## config.mk

```make
export PLATFORM = sky130hd
export DESIGN_NAME = fetch_stage
export DESIGN_NICKNAME = d
export VERILOG_FILES = /design/src/rtl/fetch_stage.sv
export SDC_FILE = /design/constraint.sdc
export NUM_CORES = 1
export LEC_CHECK = 0
export BUFFER_PORTS_ARGS = -buffer_cell sky130_fd_sc_hd__buf_2
export CAP_MARGIN = 25
export CORE_AREA = 2 2 114 116
export CTS_BUF_LIST = sky130_fd_sc_hd__clkbuf_4 sky130_fd_sc_hd__clkbuf_8 sky130_fd_sc_hd__clkbuf_16
export DETAILED_ROUTE_END_ITERATION = 10
export DIE_AREA = 0 0 116 118
export GPL_TIMING_DRIVEN = 0
export MAX_ROUTING_LAYER = met4
export PLACE_DENSITY = 0.75
export RECOVER_POWER = 25
export SLEW_MARGIN = 20
export SYNTH_ARGS = -nofsm -noshare
export SYNTH_HDL_FRONTEND = slang
export SYNTH_SLANG_ARGS = --single-unit
```

## constraint.sdc

```tcl
create_clock -name clk_i -period 4.55 [get_ports clk_i]
set_input_delay 1.1375 -clock clk_i [delete_from_list [all_inputs] [get_ports clk_i]]
set_output_delay 1.1375 -clock clk_i [all_outputs]
set_load 0.02 [all_outputs]
```

## src/rtl/fetch_stage.sv

```systemverilog
// Instruction-fetch stage: owns the PC, addresses the combinational instruction
// memory and loads the IF/ID register. Supports stall, redirect/flush and halt.
module fetch_stage #(
    parameter logic [31:0] RESET_PC   = 32'h0000_0000,
    parameter int unsigned IMEM_BYTES = 36,
    parameter logic [31:0] NOP_INSTR  = 32'h0000_0013
) (
    input  logic        clk_i,
    input  logic        reset_i,
    input  logic        stall_i,
    input  logic        redirect_i,
    input  logic [31:0] redirect_pc_i,
    output logic [31:0] imem_pc_o,
    input  logic [31:0] imem_instr_i,
    output logic [31:0] if_id_pc_o,
    output logic [31:0] if_id_instr_o,
    output logic        if_id_valid_o,
    output logic        halted_o,
    output logic [31:0] fetch_count_o
);
    typedef enum logic [1:0] {BOOT, RUN, HALT} state_t;

    localparam logic [31:0] LAST_PC = 32'(IMEM_BYTES - 4);

    state_t      state_q;
    logic [31:0] pc_q, if_pc_q, if_instr_q, cnt_q;
    logic        if_valid_q;
    logic        wrap_q;
    logic        legal;
    logic [32:0] pc_inc;

    // wrap_q marks a PC that carried out of 32 bits; it stays illegal until redirected.
    assign legal  = (pc_q[1:0] == 2'b00) && (pc_q <= LAST_PC) && !wrap_q;
    assign pc_inc = {1'b0, pc_q} + 33'd4;

    always_ff @(posedge clk_i or posedge reset_i) begin
        if (reset_i) begin
            state_q    <= BOOT;
            pc_q       <= RESET_PC;
            wrap_q     <= 1'b0;
            if_pc_q    <= 32'h0;
            if_instr_q <= NOP_INSTR;
            if_valid_q <= 1'b0;
            cnt_q      <= 32'h0;
        end else begin
            case (state_q)
                BOOT: begin
                    if_pc_q    <= 32'h0;
                    if_instr_q <= NOP_INSTR;
                    if_valid_q <= 1'b0;
                    if (redirect_i) pc_q <= redirect_pc_i;
                    state_q <= RUN;
                end
                RUN: begin
                    if (redirect_i) begin
                        pc_q       <= redirect_pc_i;
                        wrap_q     <= 1'b0;
                        if_pc_q    <= 32'h0;
                        if_instr_q <= NOP_INSTR;
                        if_valid_q <= 1'b0;
                    end else if (!stall_i) begin
                        if (legal) begin
                            if_pc_q    <= pc_q;
                            if_instr_q <= imem_instr_i;
                            if_valid_q <= 1'b1;
                            pc_q       <= pc_inc[31:0];
                            wrap_q     <= pc_inc[32];
                            cnt_q      <= cnt_q + 32'd1;
                        end else begin
                            if_pc_q    <= 32'h0;
                            if_instr_q <= NOP_INSTR;
                            if_valid_q <= 1'b0;
                            state_q    <= HALT;
                        end
                    end
                end
                default: begin
                    if_pc_q    <= 32'h0;
                    if_instr_q <= NOP_INSTR;
                    if_valid_q <= 1'b0;
                    if (redirect_i) begin
                        pc_q    <= redirect_pc_i;
                        wrap_q  <= 1'b0;
                        state_q <= RUN;
                    end
                end
            endcase
        end
    end

    assign imem_pc_o     = pc_q;
    assign if_id_pc_o    = if_pc_q;
    assign if_id_instr_o = if_instr_q;
    assign if_id_valid_o = if_valid_q;
    assign halted_o      = (state_q == HALT);
    assign fetch_count_o = cnt_q;
endmodule

```

======== Word-level counts from Yosys, hierarchy flattened ========
Cells that the tools add are included.
operators by class
  add/subtract/negate cells ............... 2
  order comparisons ....................... 1
  equal/unequal tests ..................... 7
  multiplexer cells ....................... 27
  bitwise operators ....................... 3
  reductions and logical operators ........ 12
operators by type and width
  kind                                                    number
  2-to-1 mux 32 bit                                       13
  adder 32 x 3 -> 33 bit (second input constant)          1
  adder 32 x 1 -> 32 bit (second input constant)          1
  <= comparator 32 x 6 -> 1 bit (second input constant)   1
  AND reduction 4 bit                                     3
  2-to-1 mux 1 bit                                        8
  2-to-1 mux 2 bit                                        4
  inequality test 2 bit (second input constant)           3
  zero test 2 bit                                         2
  case mux 2 bit (2 select lines)                         1
  nonzero test 2 bit                                      2
  inequality test 3 bit (second input constant)           1
  NOT 1 bit                                               3
  AND reduction 3 bit                                     1
  nonzero test 3 bit                                      1
  == test 2 x 1 -> 1 bit (second input constant)          1
  == test 2 bit (second input constant)                   1
  logical AND 1 bit                                       2
  inequality test 2 x 1 -> 1 bit (second input constant)  1
  case mux 1 bit (2 select lines)                         1
  zero test 1 bit                                         1
storage, ports and cells
  register bits after elaboration ......... 132
  input bits .............................. 68

======== Depth between registers and ports, before layout ========
Gate-level depths: netlist of the first run.
  depth after elaboration ................. 7
  depth in mapped cells ................... 10

======== Least setup slack after synthesis of the first run ========
No wires, ideal clock.
  path kind ............................... in2reg
  start ................................... in stall_i
  end ..................................... reg cnt_q[23], in the netlist fetch_count_o[23]
  library setup time ...................... 0.130 ns
  arrival time ............................ 2.516 ns
  slack ................................... 1.904 ns
  cell stages on the path ................. 6
  cells stage by stage .................... nor3b_2 > and2_2 > nand3_1 > nor4b_2 > nand4_1 > xnor2_1
between the ends
  word-level cells in the longest chain between the ends .. 2
RTL lines
  element                               RTL line  RTL
  from (decl)                           10        input logic stall_i,
  NOT 1 bit (no source line)            -
  AND reduction 4 bit (no source line)  -
  to (signal assigned)                  68        cnt_q <= cnt_q + 32'd1;
  to (decl)                             26        logic [31:0] pc_q, if_pc_q, if_instr_q, cnt_q;
No other way between the ends.
A chain may end at the register's enable or synchronous reset.

==> results of run 1 <==
==> worst paths after layout <==
path / end / slack [ps] / depth (start not counted)
worst max-delay path: imem_pc_o[23] / 1610 / 3
worst min-delay path: fetch_count_o[20] / 480 / 1
worst max register to register: imem_pc_o[22] / 1620 / 6
worst min register to register: fetch_count_o[20] / 480 / 1
max in group clk_i: imem_pc_o[22] / 1620 / 6
min in group asynchronous: if_id_instr_o[28] / 930 / 2
==> stage by stage <==
stage	setup WS (ps)	instance area (sq um)	utilization [%]
floorplan	1780	5470	-
global placement	1040	6670	53.7
detailed placement	1360	6750	54.4
CTS	1730	7350	59.2
global route	1190	7310	58.9
finish	1610	7310	58.9
==> synth_stat cells (2+ instances only) <==
master / instances / area share (%)
sky130_fd_sc_hd__dfstp_2: 3 / 1.4
sky130_fd_sc_hd__nand4_1: 16 / 1.8
sky130_fd_sc_hd__o21a_1: 2 / 0.27
sky130_fd_sc_hd__o22a_1: 5 / 0.80
sky130_fd_sc_hd__a22o_1: 31 / 5.0
sky130_fd_sc_hd__buf_2: 6 / 0.55
sky130_fd_sc_hd__nand2_1: 34 / 2.3
sky130_fd_sc_hd__a31oi_1: 2 / 0.23
sky130_fd_sc_hd__mux2_2: 9 / 1.9
sky130_fd_sc_hd__mux2i_1: 2 / 0.37
sky130_fd_sc_hd__and3_2: 2 / 0.27
sky130_fd_sc_hd__xor2_1: 10 / 1.6
sky130_fd_sc_hd__nor2_1: 37 / 2.5
sky130_fd_sc_hd__o22ai_1: 4 / 0.46
sky130_fd_sc_hd__ha_1: 3 / 0.69
sky130_fd_sc_hd__inv_1: 11 / 0.76
sky130_fd_sc_hd__nor3b_1: 2 / 0.27
sky130_fd_sc_hd__a21oi_1: 18 / 1.6
sky130_fd_sc_hd__o31ai_1: 2 / 0.27
sky130_fd_sc_hd__and3_1: 33 / 3.8
sky130_fd_sc_hd__and4_1: 3 / 0.48
sky130_fd_sc_hd__clkbuf_1: 16 / 1.1
sky130_fd_sc_hd__nand3_1: 17 / 1.6
sky130_fd_sc_hd__and2_1: 4 / 0.46
sky130_fd_sc_hd__nor3_1: 3 / 0.27
sky130_fd_sc_hd__o2bb2ai_1: 2 / 0.32
sky130_fd_sc_hd__xnor2_1: 23 / 3.7
sky130_fd_sc_hd__nor4_1: 9 / 1.0
sky130_fd_sc_hd__o21ai_0: 15 / 1.4
sky130_fd_sc_hd__dfrtp_1: 129 / 59
==> where the power goes <==
part           total (W)  internal, W  switching, W  leakage [nW]
Sequential       0.00126      0.00121     0.0000509          1.74
Clock            0.00137     0.000894      0.000474         0.298
Combinational   0.000268    0.0000933      0.000174          1.86
Total            0.00290      0.00220      0.000699          3.89
==> worst max-delay path, stage by stage <==
cell	delay [ps]
sky130_fd_sc_hd__buf_2	100
sky130_fd_sc_hd__clkinvlp_2	640
sky130_fd_sc_hd__clkbuf_1	1260
==> layer usage <==
metal  routed length, um  track usage, %
met1                6230            28.1
met2                7250            36.1
met3                1060            6.59
met4                 438            10.2
met5                   0               -
==> flip-flops by register name, summed over array words and instances (netlist names) <==
register       cells
if_id_valid_o      1
imem_pc_o         32
if_id_instr_o     32
state_q            2
wrap_q             1
if_id_pc_o        32
fetch_count_o     32
==> layout make-up <==
| cell class | count | area [sq um] | share of cell area (%) |
|---|---|---|---|
| multi-input cells | 305 | 2010 | 27.5 |
| flip-flops and latches | 132 | 3310 | 45.2 |
| clock buffers | 25 | 523 | 7.16 |
| diodes | 2 | 5.00 | 0.0685 |
| inverters | 11 | 42.5 | 0.582 |
| clock inverters | 4 | 70.1 | 0.959 |
| plain buffers | 24 | 105 | 1.44 |
| repair buffers | 200 | 1030 | 14.1 |
| well taps | 172 | 215 | 2.94 |
==> cell usage in the layout (no fill, tap or decap), types with 3 or more instances in the layout <==
cell type and instances:
sky130_fd_sc_hd__clkbuf_16 17, sky130_fd_sc_hd__nand2_1 34, sky130_fd_sc_hd__and3_1 33, sky130_fd_sc_hd__nor4_1 9, sky130_fd_sc_hd__xnor2_1 23, sky130_fd_sc_hd__nand3_1 17
sky130_fd_sc_hd__mux2_2 9, sky130_fd_sc_hd__o22ai_1 4, sky130_fd_sc_hd__nand4_1 16, sky130_fd_sc_hd__clkbuf_1 18, sky130_fd_sc_hd__nor3_1 3, sky130_fd_sc_hd__xor2_1 10
sky130_fd_sc_hd__ha_1 3, sky130_fd_sc_hd__and2_1 4, sky130_fd_sc_hd__inv_1 10, sky130_fd_sc_hd__and4_1 3, sky130_fd_sc_hd__a22o_1 31, sky130_fd_sc_hd__a21oi_1 18
sky130_fd_sc_hd__o21ai_0 15, sky130_fd_sc_hd__nor2_1 37, sky130_fd_sc_hd__dfrtp_1 129, sky130_fd_sc_hd__clkbuf_8 6, sky130_fd_sc_hd__o22a_1 5, sky130_fd_sc_hd__dfstp_2 3
sky130_fd_sc_hd__buf_2 202
==> kinds of logic (layout without fill, tap and decap cells) <==
kind of cell	Yosys count	after routing
xor gates and xnor gates	33	33
and+or+nand+nor	171	171
adders and majority gates	3	3
buffers and inverters	35	264
DFF	132	132
other	0	2
muxes	11	11
AOI/OAI and AO/OA	87	87
==> out/qor.json, run 1 <==
{
  "floorplan": {
    "chip_height_um": 118,
    "initial_utilization_pct": 44.0,
    "boundary_pin_count": 198,
    "die_x_um": 116,
    "core_sq_um": 12400,
    "die_area_sq_um": 13700,
    "fp-row-count": 41
  },
  "synth": {
    "postSynthRegisterBits": 132,
    "syn_nets": 543,
    "post_synth_and_or_nand_nor_area_fraction_pct": 17.3,
    "yosys-mux-area-fraction_pct": 2.22,
    "post_synth_inst_count": 472,
    "synth.avg_cell_area_sq_um": 11.6,
    "most_used_flip_flop_cell_after_synthesis": "sky130_fd_sc_hd__dfrtp_1",
    "synth_sequential_area_ratio_pct": 60.5,
    "number_of_flops_mapped_to_enable_cells_by_yosys": 0,
    "xor_xnor_share_of_the_synthesized_area_pct": 5.29,
    "synth_compound_gate_area_share_pct": 11.4,
    "synth_top_family_by_area": "simple AND/OR/NAND/NOR gates",
    "ys_async_sr_fraction_pct": 100,
    "yosys_warnings": 0,
    "syn_area_sq_um": 5470,
    "yosys.cell_types.count": 49,
    "synth-adder-area-share_pct": 0.687
  },
  "run": {
    "number_of_max_capacitance_violations_reported": 1
  },
  "cts": {
    "cts_post_setup_buffers_inserted": 0,
    "clock_insertion_delay_worst_skew_ps": 420,
    "cts.reportedPaths.clkPinSlew_ps": 50,
    "cts-resized-gates": 0,
    "tritoncts.num_buffers": 17,
    "clock_path_buffers": 2,
    "cts-root-buf": "sky130_fd_sc_hd__clkbuf_16",
    "cts.hold.buffers_added": 0,
    "cts.sinks": 132,
    "cts_tree": "done",
    "h-tree-depth": 4
  },
  "timing": {
    "slew_headroom_pct": -10.0,
    "final.min_clock_period_ps": 2940,
    "tns_ps": 0,
    "fin_crit_sh_pct": 64.5,
    "tightest_slew_ps": 1650,
    "hold_viol_final": 0,
    "worst_clock_skew_ps": 8.31,
    "final_max_slew_violation_count": 26,
    "grt_setup_unrepaired": "no",
    "achievable-frequency_mhz": 340,
    "setup_viol_count_final": 0,
    "hold_ws_ps": 479
  },
  "power": {
    "leakage_nw": 3.89,
    "totalPowerFinal_w": 0.00290,
    "power_density_nw_per_um2": 397,
    "peak_supply_drop_mv": 0.194
  },
  "drt": {
    "totalWireLength_um": 15000,
    "drt_first_pass_iters": 4,
    "drt_drc_violations_left": 0,
    "drt-vias-per-instance": 5.34,
    "wire_per_inst_um": 17.1,
    "detail_route.iter0.violations": 286,
    "total_number_of_vias": 4674,
    "final_antenna_net_count": 0
  },
  "grt": {
    "grt_max_degree": 33,
    "grt_usage_pct": 23.2,
    "overflow": 0,
    "grt_first_pass_wirelength_um": 24000,
    "number_of_antenna_violations_at_the_first_check_in_global_routing": 2,
    "via_count_of_the_first_global_routing_pass": 4775
  },
  "critical_path": {
    "type_of_destination_of_the_critical_path": "asynchronous set/reset pin",
    "critPathArrivalTime_ps": 3160,
    "timing.critical_path.from_type": "primary input",
    "rr_startpoint": "imem_pc_o[6]",
    "worstSetupStartpoint": "reset_i",
    "critical_path_required_time_ps": 4770,
    "timing.critical_path.fanout_max": 27,
    "critPathKind": "primary input to asynchronous set/reset pin"
  },
  "place": {
    "gp_congestion": 0.912,
    "place.detailed.instances": 844,
    "io_buffer_count": 196,
    "hpwl_um": 11000
  },
  "finish": {
    "layout.cells.non_filler": 875,
    "fill_cells": 1107,
    "area_delta_synth_final_pct": 33.7,
    "nets": 762,
    "drive_gt1_share_pct": 37.1
  },
  "worst_hold_path": {
    "min_path_type": "flop to flop",
    "hp-start": "fetch_count_o[20]"
  },
  "outcome": {
    "run_status": "finished, violations left",
    "violations": "capacitance limit, slew limit"
  }
}
Note: power is estimated with default switching activity, not from simulation.
==> run 2: changes to the inputs <==
Settings changed: ABC_AREA set to 1, CORE_AREA 2 2 114 116 to 2 2 117 119, DIE_AREA 0 0 116 118 to 0 0 119 121, PLACE_DENSITY 0.75 to 0.76.
Clock period 4.55 ns to 2.55 ns, I/O delays scaled along.
==> run 2 against run 1 <==
Against the previous run:
- the flow now finishes without violations
- critical path depth up 7
- via count rose by 14%
- sequential power increased by 75%
- first-iteration DRC count grew 40%
- cell count rose by 32%
- clock skew fell by 0.61 ps
- highest routed layer unchanged
- flip-flop and latch count is the same
- total power up 72%
- worst hold slack got worse by 57 ps
- die area increased by 5.2%
==> out/qor.json, run 2 <==
{
  "grt": {
    "grt_usage": {"value": 22.5, "unit": "%", "change": "-0.70 points"},
    "number_of_antenna_violations_at_the_first_check_in_global_routing": {"value": 0, "change": "-2"},
    "grt_first_pass_wirelength": {"value": 24600, "unit": "um", "change": "+2.4%"},
    "overflow": {"value": 0, "change": "unchanged"},
    "grt_max_degree": {"value": 36, "change": "+9.1%"},
    "via_count_of_the_first_global_routing_pass": {"value": 4916, "change": "+3.0%"}
  },
  "finish": {
    "antenna-diode-count": {"value": 0, "change": "-2"},
    "post-route-util": {"value": 59.5, "unit": "%", "change": "+0.59 points"},
    "final_instance_area": {"value": 7780, "unit": "sq um", "change": "+6.5%"},
    "nets": {"value": 1033, "change": "+36%"},
    "area_delta_synth_final_pct": 31.3,
    "mostFrequentLayoutCell": "sky130_fd_sc_hd__nand2_1",
    "layout.cells.non_filler": {"value": 1151, "change": "+32%"},
    "drive_gt1_share": {"value": 27.3, "unit": "%", "change": "-9.8 points"},
    "mostFrequentLayoutCells": "sky130_fd_sc_hd__nand2_1 (314), sky130_fd_sc_hd__buf_2 (205), sky130_fd_sc_hd__dfrtp_1 (129), sky130_fd_sc_hd__nor2_1 (94), sky130_fd_sc_hd__inv_1 (66)"
  },
  "floorplan": {
    "die_x": {"value": 119, "unit": "um", "change": "+2.6%"},
    "die_area": {"value": 14400, "unit": "sq um", "change": "+5.2%"},
    "boundary_pin_count": {"value": 198, "change": "unchanged"},
    "core": {"value": 13100, "unit": "sq um", "change": "+5.4%"},
    "initial_utilization": {"value": 45.3, "unit": "%", "change": "+1.2 points"},
    "chip_height": {"value": 121, "unit": "um", "change": "+2.5%"},
    "fp-row-count": {"value": 42, "change": "+2.4%"}
  },
  "place": {
    "post_dp_cell_area": {"value": 7230, "unit": "sq um", "change": "+7.0%"},
    "hpwl": {"value": 11600, "unit": "um", "change": "+5.4%"},
    "io_buffer_count": {"value": 197, "change": "+0.51%"},
    "gp_congestion": {"value": 0.955, "change": "+4.7%"},
    "place.detailed.instances": {"value": 1119, "change": "+33%"}
  },
  "power": {
    "peak_supply_drop": {"value": 0.382, "unit": "mV", "change": "+97%"},
    "pwr-share-clk": {"value": 47.9, "unit": "%", "change": "+0.7 points"},
    "power.net_switching": {"value": 0.00122, "unit": "W", "change": "+74%"},
    "comb_power_share": {"value": 8.0, "unit": "%", "change": "-1.2 points"},
    "p_int": {"value": 0.00375, "unit": "W", "change": "+71%"},
    "seq_power_share": {"value": 44.2, "unit": "%", "change": "+0.6 points"},
    "leakage": {"value": 4.29, "unit": "nW", "change": "+10%"},
    "power_density": {"value": 639, "unit": "nW/um^2", "change": "+61%"},
    "p_sw_share": {"value": 24.5, "unit": "%", "change": "+0.41 points"},
    "totalPowerFinal": {"value": 0.00497, "unit": "W", "change": "+72%"}
  },
  "critical_path": {
    "timing.critical_path.fanout_max": {"value": 5, "change": "-81%"},
    "crit_top_cell": "sky130_fd_sc_hd__nand2_1",
    "worst_path_max_delay_cell": "sky130_fd_sc_hd__dfrtp_1",
    "cp_slowest_stage_delay": {"value": 440, "unit": "ps", "change": "-820 ps"},
    "rr_startpoint": "fetch_count_o[0]",
    "timing.critical_path.from_type": "flop",
    "worstSetupStartpoint": "fetch_count_o[0]",
    "critical_path_required_time": {"value": 2840, "unit": "ps", "change": "-1930 ps"},
    "critPathArrivalTime": {"value": 2250, "unit": "ps", "change": "-910 ps"},
    "critical_path.cell_chain": "ha_1, inv_1, nor2_1, inv_1, nor2_1, nand2_1, nand2_1, nand2_1, nand2_1, o21ai_1",
    "cpLargestDelayFamily": "simple AND/OR/NAND/NOR gates",
    "critPathKind": "flop to flop",
    "type_of_destination_of_the_critical_path": "flop",
    "crit_buf_inv": {"value": 2, "change": "-1"}
  },
  "synth": {
    "post_synth_most_frequent_cells": "sky130_fd_sc_hd__nand2_1 (314), sky130_fd_sc_hd__dfrtp_1 (129), sky130_fd_sc_hd__nor2_1 (94)",
    "most_used_flip_flop_cell_after_synthesis": "sky130_fd_sc_hd__dfrtp_1",
    "synth_top_cells_by_area": "sky130_fd_sc_hd__dfrtp_1 (54%), sky130_fd_sc_hd__nand2_1 (20%), sky130_fd_sc_hd__nor2_1 (6.0%)",
    "synth_sequential_area_ratio": {"value": 55.8, "unit": "%", "change": "-4.7 points"},
    "yosys-mux-area-fraction": {"value": 0.380, "unit": "%", "change": "-1.8 points"},
    "syn_area": {"value": 5920, "unit": "sq um", "change": "+8.4%"},
    "xor_xnor_share_of_the_synthesized_area": {"value": 3.10, "unit": "%", "change": "-2.2 points"},
    "synth-adder-area-share": {"value": 0.634, "unit": "%", "change": "-0.053 points"},
    "synth.avg_cell_area": {"value": 7.98, "unit": "sq um", "change": "-31%"},
    "synthDominantCellAreaShare": {"value": 54.5, "unit": "%", "change": "-4.6 points"},
    "yosys.cell_types.count": {"value": 27, "change": "-45%"},
    "top_cell_type_by_total_area_after_synthesis": "sky130_fd_sc_hd__dfrtp_1",
    "ys_async_sr_fraction": {"value": 100, "unit": "%", "change": "unchanged"},
    "library_cell_with_the_highest_instance_count_after_synthesis": "sky130_fd_sc_hd__nand2_1",
    "syn_nets": {"value": 813, "change": "+50%"},
    "postSynthRegisterBits": {"value": 132, "change": "unchanged"},
    "post_synth_and_or_nand_nor_area_fraction": {"value": 30.5, "unit": "%", "change": "+13 points"},
    "synth_top_family_by_area": "simple AND/OR/NAND/NOR gates",
    "number_of_flops_mapped_to_enable_cells_by_yosys": {"value": 0, "change": "unchanged"},
    "post_synth_inst_count": {"value": 742, "change": "+57%"},
    "yosys_warnings": {"value": 0, "change": "unchanged"},
    "synth_compound_gate_area_share": {"value": 2.70, "unit": "%", "change": "-8.6 points"}
  },
  "cts": {
    "cts_post_setup_buffers_inserted": {"value": 0, "change": "unchanged"},
    "cts.sinks": {"value": 132, "change": "unchanged"},
    "clock_insertion_delay_worst_skew": {"value": 410, "unit": "ps", "change": "about the same"},
    "cts.hold.buffers_added": {"value": 0, "change": "unchanged"},
    "cts_tree": "done",
    "h-tree-depth": {"value": 4, "change": "unchanged"},
    "clock_path_buffers": {"value": 2, "change": "unchanged"},
    "cts-resized-gates": {"value": 0, "change": "unchanged"},
    "cts.reportedPaths.clkPinSlew": {"value": 60, "unit": "ps", "change": "about the same"},
    "tritoncts.num_buffers": {"value": 17, "change": "unchanged"},
    "cts-root-buf": "sky130_fd_sc_hd__clkbuf_16"
  },
  "drt": {
    "drt_first_pass_iters": {"value": 4, "change": "unchanged"},
    "final_antenna_net_count": {"value": 0, "change": "unchanged"},
    "drt-vias-per-instance": {"value": 4.64, "change": "-13%"},
    "detail_route.iter0.violations": {"value": 399, "change": "+40%"},
    "total_number_of_vias": {"value": 5344, "change": "+14%"},
    "drt_drc_violations_left": {"value": 0, "change": "unchanged"},
    "totalWireLength": {"value": 15200, "unit": "um", "change": "+1.4%"},
    "wire_per_inst": {"value": 13.2, "unit": "um", "change": "-23%"}
  },
  "timing": {
    "slew_headroom": {"value": 29.7, "unit": "%", "change": "+40 points"},
    "fin_crit_sh_pct": 76.9,
    "achievable-frequency_mhz": 510,
    "tightest_slew": {"value": 1050, "unit": "ps", "change": "-602 ps"},
    "hold_viol_final": {"value": 0, "change": "unchanged"},
    "setup_viol_count_final": {"value": 0, "change": "unchanged"},
    "final.min_clock_period_ps": 1960,
    "final_max_slew_violation_count": {"value": 0, "change": "-100%"},
    "worst_clock_skew": {"value": 7.70, "unit": "ps", "change": "-0.610 ps"},
    "tns": {"value": 0, "unit": "ps", "change": "unchanged"},
    "grt_setup_unrepaired": "no"
  },
  "outcome": {
    "run_status": "complete, no violations"
  },
  "run": {
    "number_of_max_capacitance_violations_reported": {"value": 0, "change": "-1"}
  },
  "worst_hold_path": {
    "min_path_type": "primary input to asynchronous set/reset pin"
  }
}
run 2: cell count changes after synthesis, sizes merged, moves of 10 or more:
cell / before / now
nand2: 34 / 315
nor2: 37 / 97
xnor2: 23 / 10
o21ai: 15 / 25
nor4: 10 / 0
inv: 11 / 72
a21oi: 18 / 1
a22o: 31 / 0
nand4: 17 / 3
and3: 35 / 0
nand3: 17 / 36
run 2: final timing paths:
path | to | slack, ps | depth (start not counted)
min in group clk_i | if_id_instr_o[19] | 430 | 3
setup reg to reg | fetch_count_o[28] | 590 | 10
hold reg to reg | if_id_instr_o[29] | 470 | 2
setup / recovery | fetch_count_o[28] | 590 | 10
hold / removal | if_id_pc_o[22] | 420 | 2
max in group asynchronous | imem_pc_o[28] | 800 | 3
run 2: stage by stage:
step | worst slack [ps] | hold WS, ps
2_1_floorplan | 278 | 470
3_3_place_gp | -543 | 458
3_5_place_dp | 532 | 461
4_1_cts | 672 | 293
5_1_grt | 449 | 408
6_report | 588 | 422
run 2: area by class of cell:
class | count | area (sq um)
buffer | 24 | 135
clock inverter | 14 | 153
clock buffer | 18 | 433
tap | 176 | 220
timing repair buffer | 201 | 1050
sequential | 132 | 3310
multi-input combinational | 514 | 2210
fill | 1196 | 5300
inverter | 72 | 272
run 2: logic make-up after synthesis:
kind of cell	after synthesis
AOI/OAI and AO/OA	30
xor gates and xnor gates	21
adders and majority gates	3
buffers and inverters	96
DFF	132
muxes	2
and+or+nand+nor	458
run 2: layer usage:
metal	track usage [%]	share of wire [%]	vias to the layer above
li1	-	-	2711
met1	28.6	46	2453
met2	35.8	49	168
met3	4.75	4.5	12
met4	8.11	0.76	0
met5	-	0	-
run 2: power by group through the flow:
stage | registers [W] | clock network [W] | logic [W]
after floorplan | 0.00229 | 0 | 0.000168
after global placement | 0.00223 | 0 | 0.000387
after detailed placement | 0.00223 | 0 | 0.000409
after CTS | 0.00220 | 0.00243 | 0.000411
after global routing | 0.00220 | 0.00255 | 0.000443
final | 0.00220 | 0.00238 | 0.000396
